<file path="config.mk">
export PLATFORM = sky130hd
export DESIGN_NAME = spi_slave_bridge
export DESIGN_NICKNAME = d
export VERILOG_FILES = /design/src/rtl/spi_slave_bridge.sv
export SDC_FILE = /design/constraint.sdc
export NUM_CORES = 1
export LEC_CHECK = 0
export CAP_MARGIN = 20
export CORE_MARGIN = 2
export CORE_UTILIZATION = 46
export CTS_CLUSTER_SIZE = 10
export DETAILED_ROUTE_END_ITERATION = 6
export PLACE_DENSITY_LB_ADDON = 0.2
export SLEW_MARGIN = 25
export SYNTH_ARGS = -nofsm -noshare
export SYNTH_HDL_FRONTEND = slang
export SYNTH_SLANG_ARGS = --single-unit
</file>
<file path="constraint.sdc">
create_clock -name block_clk_i -period 2.5 [get_ports block_clk_i]
set_input_delay 0.25 -clock block_clk_i [delete_from_list [all_inputs] [get_ports block_clk_i]]
set_output_delay 0.25 -clock block_clk_i [all_outputs]
set_load 0.05 [all_outputs]
</file>
<file path="src/rtl/spi_slave_bridge.sv">
// spi_slave_bridge: SPI mode-0 slave into a byte FIFO plus a one-byte MISO holding register; RX byte visible 2 clocks after the synced last sclk rise.
// No SPI-side backpressure (a byte arriving at a full FIFO is dropped and flagged on overrun_o); `SPI_SLAVE_ECHO_EN` makes an empty TX reload return the last RX byte.
module spi_slave_bridge #(
  parameter int FIFO_DEPTH = 4
) (
  input  logic       block_clk_i,
  input  logic       rst_i,
  input  logic       spi_sclk_i,
  input  logic       spi_ss_i,
  input  logic       spi_mosi_i,
  output logic       spi_miso_o,
  output logic [7:0] rx_data_o,
  output logic       rx_valid_o,
  input  logic       rx_ready_i,
  input  logic [7:0] tx_data_i,
  input  logic       tx_valid_i,
  output logic       tx_ready_o,
  output logic       overrun_o,
  input  logic       overrun_clr_i
);

  localparam int PW = $clog2(FIFO_DEPTH);
  localparam int CW = $clog2(FIFO_DEPTH + 1);
  localparam logic [CW-1:0] FULL_CNT = CW'(FIFO_DEPTH);

  typedef enum logic {IDLE, ACTIVE} state_e;

  state_e          state_q;
  logic [2:0]      sclk_sync_q;
  logic [2:0]      ss_sync_q;
  logic [1:0]      mosi_sync_q;
  logic [2:0]      bit_cnt_q;
  logic [7:0]      rx_sr_q;
  logic [7:0]      rx_sr_d;
  logic [7:0]      tx_sr_q;
  logic [7:0]      tx_hold_q;
  logic            tx_full_q;
  logic            overrun_q;
  logic [7:0]      mem_q [FIFO_DEPTH];
  logic [PW-1:0]   wr_ptr_q;
  logic [PW-1:0]   rd_ptr_q;
  logic [CW-1:0]   count_q;
`ifdef SPI_SLAVE_ECHO_EN
  logic [7:0]      last_rx_q;
`endif

  logic       sclk_rise, sclk_fall, ss_fall, ss_rise;
  logic       active, byte_done, pop, full, push_ok, drop, reload, tx_load;
  logic [7:0] empty_fill, reload_val;

  always_comb begin
    sclk_rise  = sclk_sync_q[1] & ~sclk_sync_q[2];
    sclk_fall  = ~sclk_sync_q[1] & sclk_sync_q[2];
    ss_fall    = ~ss_sync_q[1] & ss_sync_q[2];
    ss_rise    = ss_sync_q[1] & ~ss_sync_q[2];
    active     = (state_q == ACTIVE);
    rx_sr_d    = {rx_sr_q[6:0], mosi_sync_q[1]};
    byte_done  = active & ~ss_rise & sclk_rise & (bit_cnt_q == 3'd7);
    pop        = rx_valid_o & rx_ready_i;
    full       = (count_q == FULL_CNT);
    push_ok    = byte_done & (~full | pop);
    drop       = byte_done & full & ~pop;
    // A falling edge with the counter at zero can only follow a completed byte (mode 0 idles low).
    reload     = (~active & ss_fall) | (active & ~ss_rise & sclk_fall & (bit_cnt_q == 3'd0));
    tx_load    = tx_valid_i & ~tx_full_q;
`ifdef SPI_SLAVE_ECHO_EN
    empty_fill = last_rx_q;
`else
    empty_fill = 8'h00;
`endif
    reload_val = tx_full_q ? tx_hold_q : empty_fill;
  end

  always_ff @(posedge block_clk_i or posedge rst_i) begin
    if (rst_i) begin
      state_q     <= IDLE;
      sclk_sync_q <= 3'b000;
      ss_sync_q   <= 3'b111;
      mosi_sync_q <= 2'b00;
      bit_cnt_q   <= 3'd0;
      rx_sr_q     <= 8'h00;
      tx_sr_q     <= 8'h00;
      tx_hold_q   <= 8'h00;
      tx_full_q   <= 1'b0;
      overrun_q   <= 1'b0;
      wr_ptr_q    <= '0;
      rd_ptr_q    <= '0;
      count_q     <= '0;
`ifdef SPI_SLAVE_ECHO_EN
      last_rx_q   <= 8'h00;
`endif
    end else begin
      sclk_sync_q <= {sclk_sync_q[1:0], spi_sclk_i};
      ss_sync_q   <= {ss_sync_q[1:0], spi_ss_i};
      mosi_sync_q <= {mosi_sync_q[0], spi_mosi_i};

      case (state_q)
        IDLE: begin
          if (ss_fall) begin
            state_q   <= ACTIVE;
            bit_cnt_q <= 3'd0;
            rx_sr_q   <= 8'h00;
            tx_sr_q   <= reload_val;
          end
        end
        ACTIVE: begin
          if (ss_rise) begin
            state_q   <= IDLE;
            bit_cnt_q <= 3'd0;
            rx_sr_q   <= 8'h00;
            tx_sr_q   <= 8'h00;
          end else if (sclk_rise) begin
            rx_sr_q   <= rx_sr_d;
            bit_cnt_q <= bit_cnt_q + 3'd1;
          end else if (sclk_fall) begin
            tx_sr_q   <= reload ? reload_val : {tx_sr_q[6:0], 1'b0};
          end
        end
        default: state_q <= IDLE;
      endcase

      if (reload && tx_full_q) begin
        tx_full_q <= 1'b0;
      end else if (tx_load) begin
        tx_hold_q <= tx_data_i;
        tx_full_q <= 1'b1;
      end

      if (drop) begin
        overrun_q <= 1'b1;
      end else if (overrun_clr_i) begin
        overrun_q <= 1'b0;
      end

      if (push_ok) wr_ptr_q <= wr_ptr_q + 1'b1;
      if (pop)     rd_ptr_q <= rd_ptr_q + 1'b1;
      case ({push_ok, pop})
        2'b10:   count_q <= count_q + 1'b1;
        2'b01:   count_q <= count_q - 1'b1;
        default: count_q <= count_q;
      endcase

`ifdef SPI_SLAVE_ECHO_EN
      if (byte_done) last_rx_q <= rx_sr_d;
`endif
    end
  end

  always_ff @(posedge block_clk_i) begin
    if (push_ok) mem_q[wr_ptr_q] <= rx_sr_d;
  end

  assign rx_valid_o = (count_q != '0);
  assign rx_data_o  = rx_valid_o ? mem_q[rd_ptr_q] : 8'h00;
  assign tx_ready_o = ~tx_full_q;
  assign overrun_o  = overrun_q;
  assign spi_miso_o = active & tx_sr_q[7];

endmodule

</file>
==> flow_metrics.tcl <==
set metrics [dict create \
    status "complete, no violations" \
    path_class "reg2reg" \
    p_switching_mw 1.31 \
    fin_crit_ps 2300 \
    finalSetupViolCount 0 \
    cts_tree "done" \
    grt_max_degree 39 \
    cts.clk_slew.worst_paths_ps 80 \
    synth_top_cell_by_area "dfrtp_1" \
    synthFlopType "dfrtp_1" \
    yosysWarningCount 0 \
    synth_top_area_share_pct 32.7 \
    antenna_left 0 \
    power_frac_comb_pct 34.4 \
    grt-ovfl-total 0 \
    avgSynthCellArea_um2 15.7 \
    path_cells "or4b_1, and3_1, inv_1, ha_1, inv_1, fa_1, xor2_1, nor2_1, xor2_1" \
    critPathLaunchType "flop" \
    detail_route.wirelength_um 4870 \
    port_buffers 27 \
    cts_root_buf "clkbuf_8" \
    grt_pass1_vias 1739 \
    htreeDepth 3 \
    p_int_mw 2.43 \
    post-route-period-util_pct 92.0 \
    hold_viol 0 \
    rr_endpoint "count_q[2]" \
    postCtsSetupRepairBufs 0 \
    multi_input_area_um2 970 \
    synthTopCellsByArea "dfrtp_1, edfxtp_1, mux4_2" \
    rsz0062_at_grt "false" \
    cts_resized 0 \
    async_reset_ff_share_pct 57.9 \
    slew_headroom_pct 63.2 \
    start_util_pct 46.9 \
    worst_slew_pin_slew_ps 550 \
    final_core_util_pct 55.0 \
    p_per_area_mw_per_mm2 1020 \
    syn_area_mm2 0.00313 \
    clk_latency_ps 340 \
    cp_top_family "simple AND/OR/NAND/NOR gates" \
    drtIter0Drc 74 \
    path_max_fanout 4 \
    timing.final.ws_setup_ps 199 \
    ys_ff_latch 76 \
    antenna_found_initial 0 \
    route.met3.wl_um 146 \
    antenna_cells 0 \
    post_drt_wl_per_cell_um 14.9 \
    cts_buffers 9 \
    clockPowerShare_pct 20.7 \
    die-width_um 86.5 \
    slew_violations 0 \
    crit_path_top_delay_cell "or4b_1" \
    fin_nets 266 \
    r2r-start "count_q[0]" \
    finalClockSkew_ps 9.51 \
    cp_num_buf_inv 2 \
    synthesis.nets 225 \
    hold_class "in2async" \
    fp.dieH_um 86.5 \
    seqPwrFrac_pct 44.9 \
    leakagePower_nw 1.53 \
    cts.sinks 76 \
    synth_edf_count 32 \
    r2r_slack_ps 200 \
    vias 1676 \
    dpl.hpwl_um 3340 \
    tns_ps 0 \
    place_congestion 0.764 \
    synth_common_cells "dfrtp_1, edfxtp_1, and2_1" \
    cpPeakStageDelay_ps 530 \
    cp.required_ps 2760 \
    drcViolationCount 0 \
    yosysMostFrequentCell "dfrtp_1" \
    crit_arrival_ps 2560 \
    clockBufferDepth 2 \
    pre_cts_slack_ps -21.4 \
    io-pin-count 28 \
    ys_seq_area_share_pct 65.9 \
    seq_area_mm2 0.00207 \
    synthDistinctLibCells 37 \
    met1_length_um 2210 \
    top_layer "met4" \
    endpoint_kind "flop" \
    r2r_cells 9 \
    coreArea_mm2 0.00668 \
    fillCellCount 569 \
    cts_hold_buf 0 \
    drive_gt1_share_pct 24.0 \
    die_area_mm2 0.00749 \
    firstDrtPassIters 4 \
    irDropWorstVdd_v 0.000464 \
    area_growth_pct 17.2 \
    p_sw_share_pct 35.1 \
    netlist_instances 200 \
    total_power_mw 3.74 \
    fmax_ghz 0.435 \
    fp-row-count 30 \
    dr_wl_met2_um 2390 \
    finalHoldWorstSlack_ps 114 \
    cap_violations 0 \
    vias_per_cell 5.14 \
    grt_pass1_wl_um 8250 \
    track_usage_pct 14.6 \
]
metrics by stage:
step                cells  cell area [um2]
CTS                   326             3670
detailed placement    310             3510
finish                326             3670
global placement      310             3510
floorplan             200             3130
global route          326             3670
logic make-up after synthesis:
group,after synthesis,synth area share [%]
compound gates,22,5.71
xor+xnor,6,1.68
fa+ha+maj,9,3.83
buf+inv,21,3.15
flops,76,65.9
mux,22,10.9
simple gates,44,8.86
power by group through the flow:
stage | registers [mW] | logic (mW) | clock network, mW
2_1_floorplan | 1.60 | 1.05 | 0
3_3_place_gp | 1.70 | 1.29 | 0
3_5_place_dp | 1.71 | 1.30 | 0
4_1_cts | 1.68 | 1.31 | 0.795
5_1_grt | 1.72 | 1.39 | 0.853
6_report | 1.68 | 1.29 | 0.775
how the worst max path moves through the flow:
stage | start | to | slack (ps) | cells after the start
2_1_floorplan | count_q[0] | count_q[2] | 140 | 9
6_report | count_q[0] | count_q[2] | 200 | 9
3_5_place_dp | rx_ready_i | count_q[2] | -20 | 10
5_1_grt | count_q[0] | count_q[2] | 30 | 9
4_1_cts | count_q[1] | count_q[2] | 190 | 9
3_3_place_gp | rx_ready_i | count_q[2] | 30 | 10
area by class of cell:
class	instances	area share, %
Sequential cell	76	56.2
Multi-Input combinational cell	103	26.4
Timing Repair Buffer	37	8.86
Clock buffer	10	3.47
Tap cell	80	2.72
Inverter	14	1.43
Clock inverter	6	0.886
cell usage in the layout (no fill, tap or decap), drive strengths merged, types with 5 or more instances in the layout:
master / synthesis / layout
mux4: 8 / 8
nand2: 5 / 5
ha: 8 / 8
buf: 4 / 18
a22o: 6 / 6
inv: 14 / 14
clkbuf: 3 / 10
and2: 21 / 21
dfrtp: 41 / 41
a221o: 7 / 7
mux2: 13 / 13
edfxtp: 32 / 32
clkdlybuf4s50: 0 / 19
registers in the layout, indices dropped and copies added (netlist names), 2 cells and up:
| name | cells |
|---|---|
| count_q | 3 |
| rd_ptr_q | 2 |
| mosi_sync_q | 2 |
| mem_q | 32 |
| rx_sr_q | 7 |
| tx_hold_q | 8 |
| sclk_sync_q | 3 |
| bit_cnt_q | 3 |
| wr_ptr_q | 2 |
| ss_sync_q | 3 |
| tx_sr_q | 8 |
per-layer routing:
layer / up-vias / global-route usage (%)
met5: - / 0
met4: 0 / 7.81
met3: 14 / 2.95
met2: 38 / 23.0
met1: 817 / 19.3
li1: 807 / -
No activity file was read; power rests on OpenSTA's default activity.
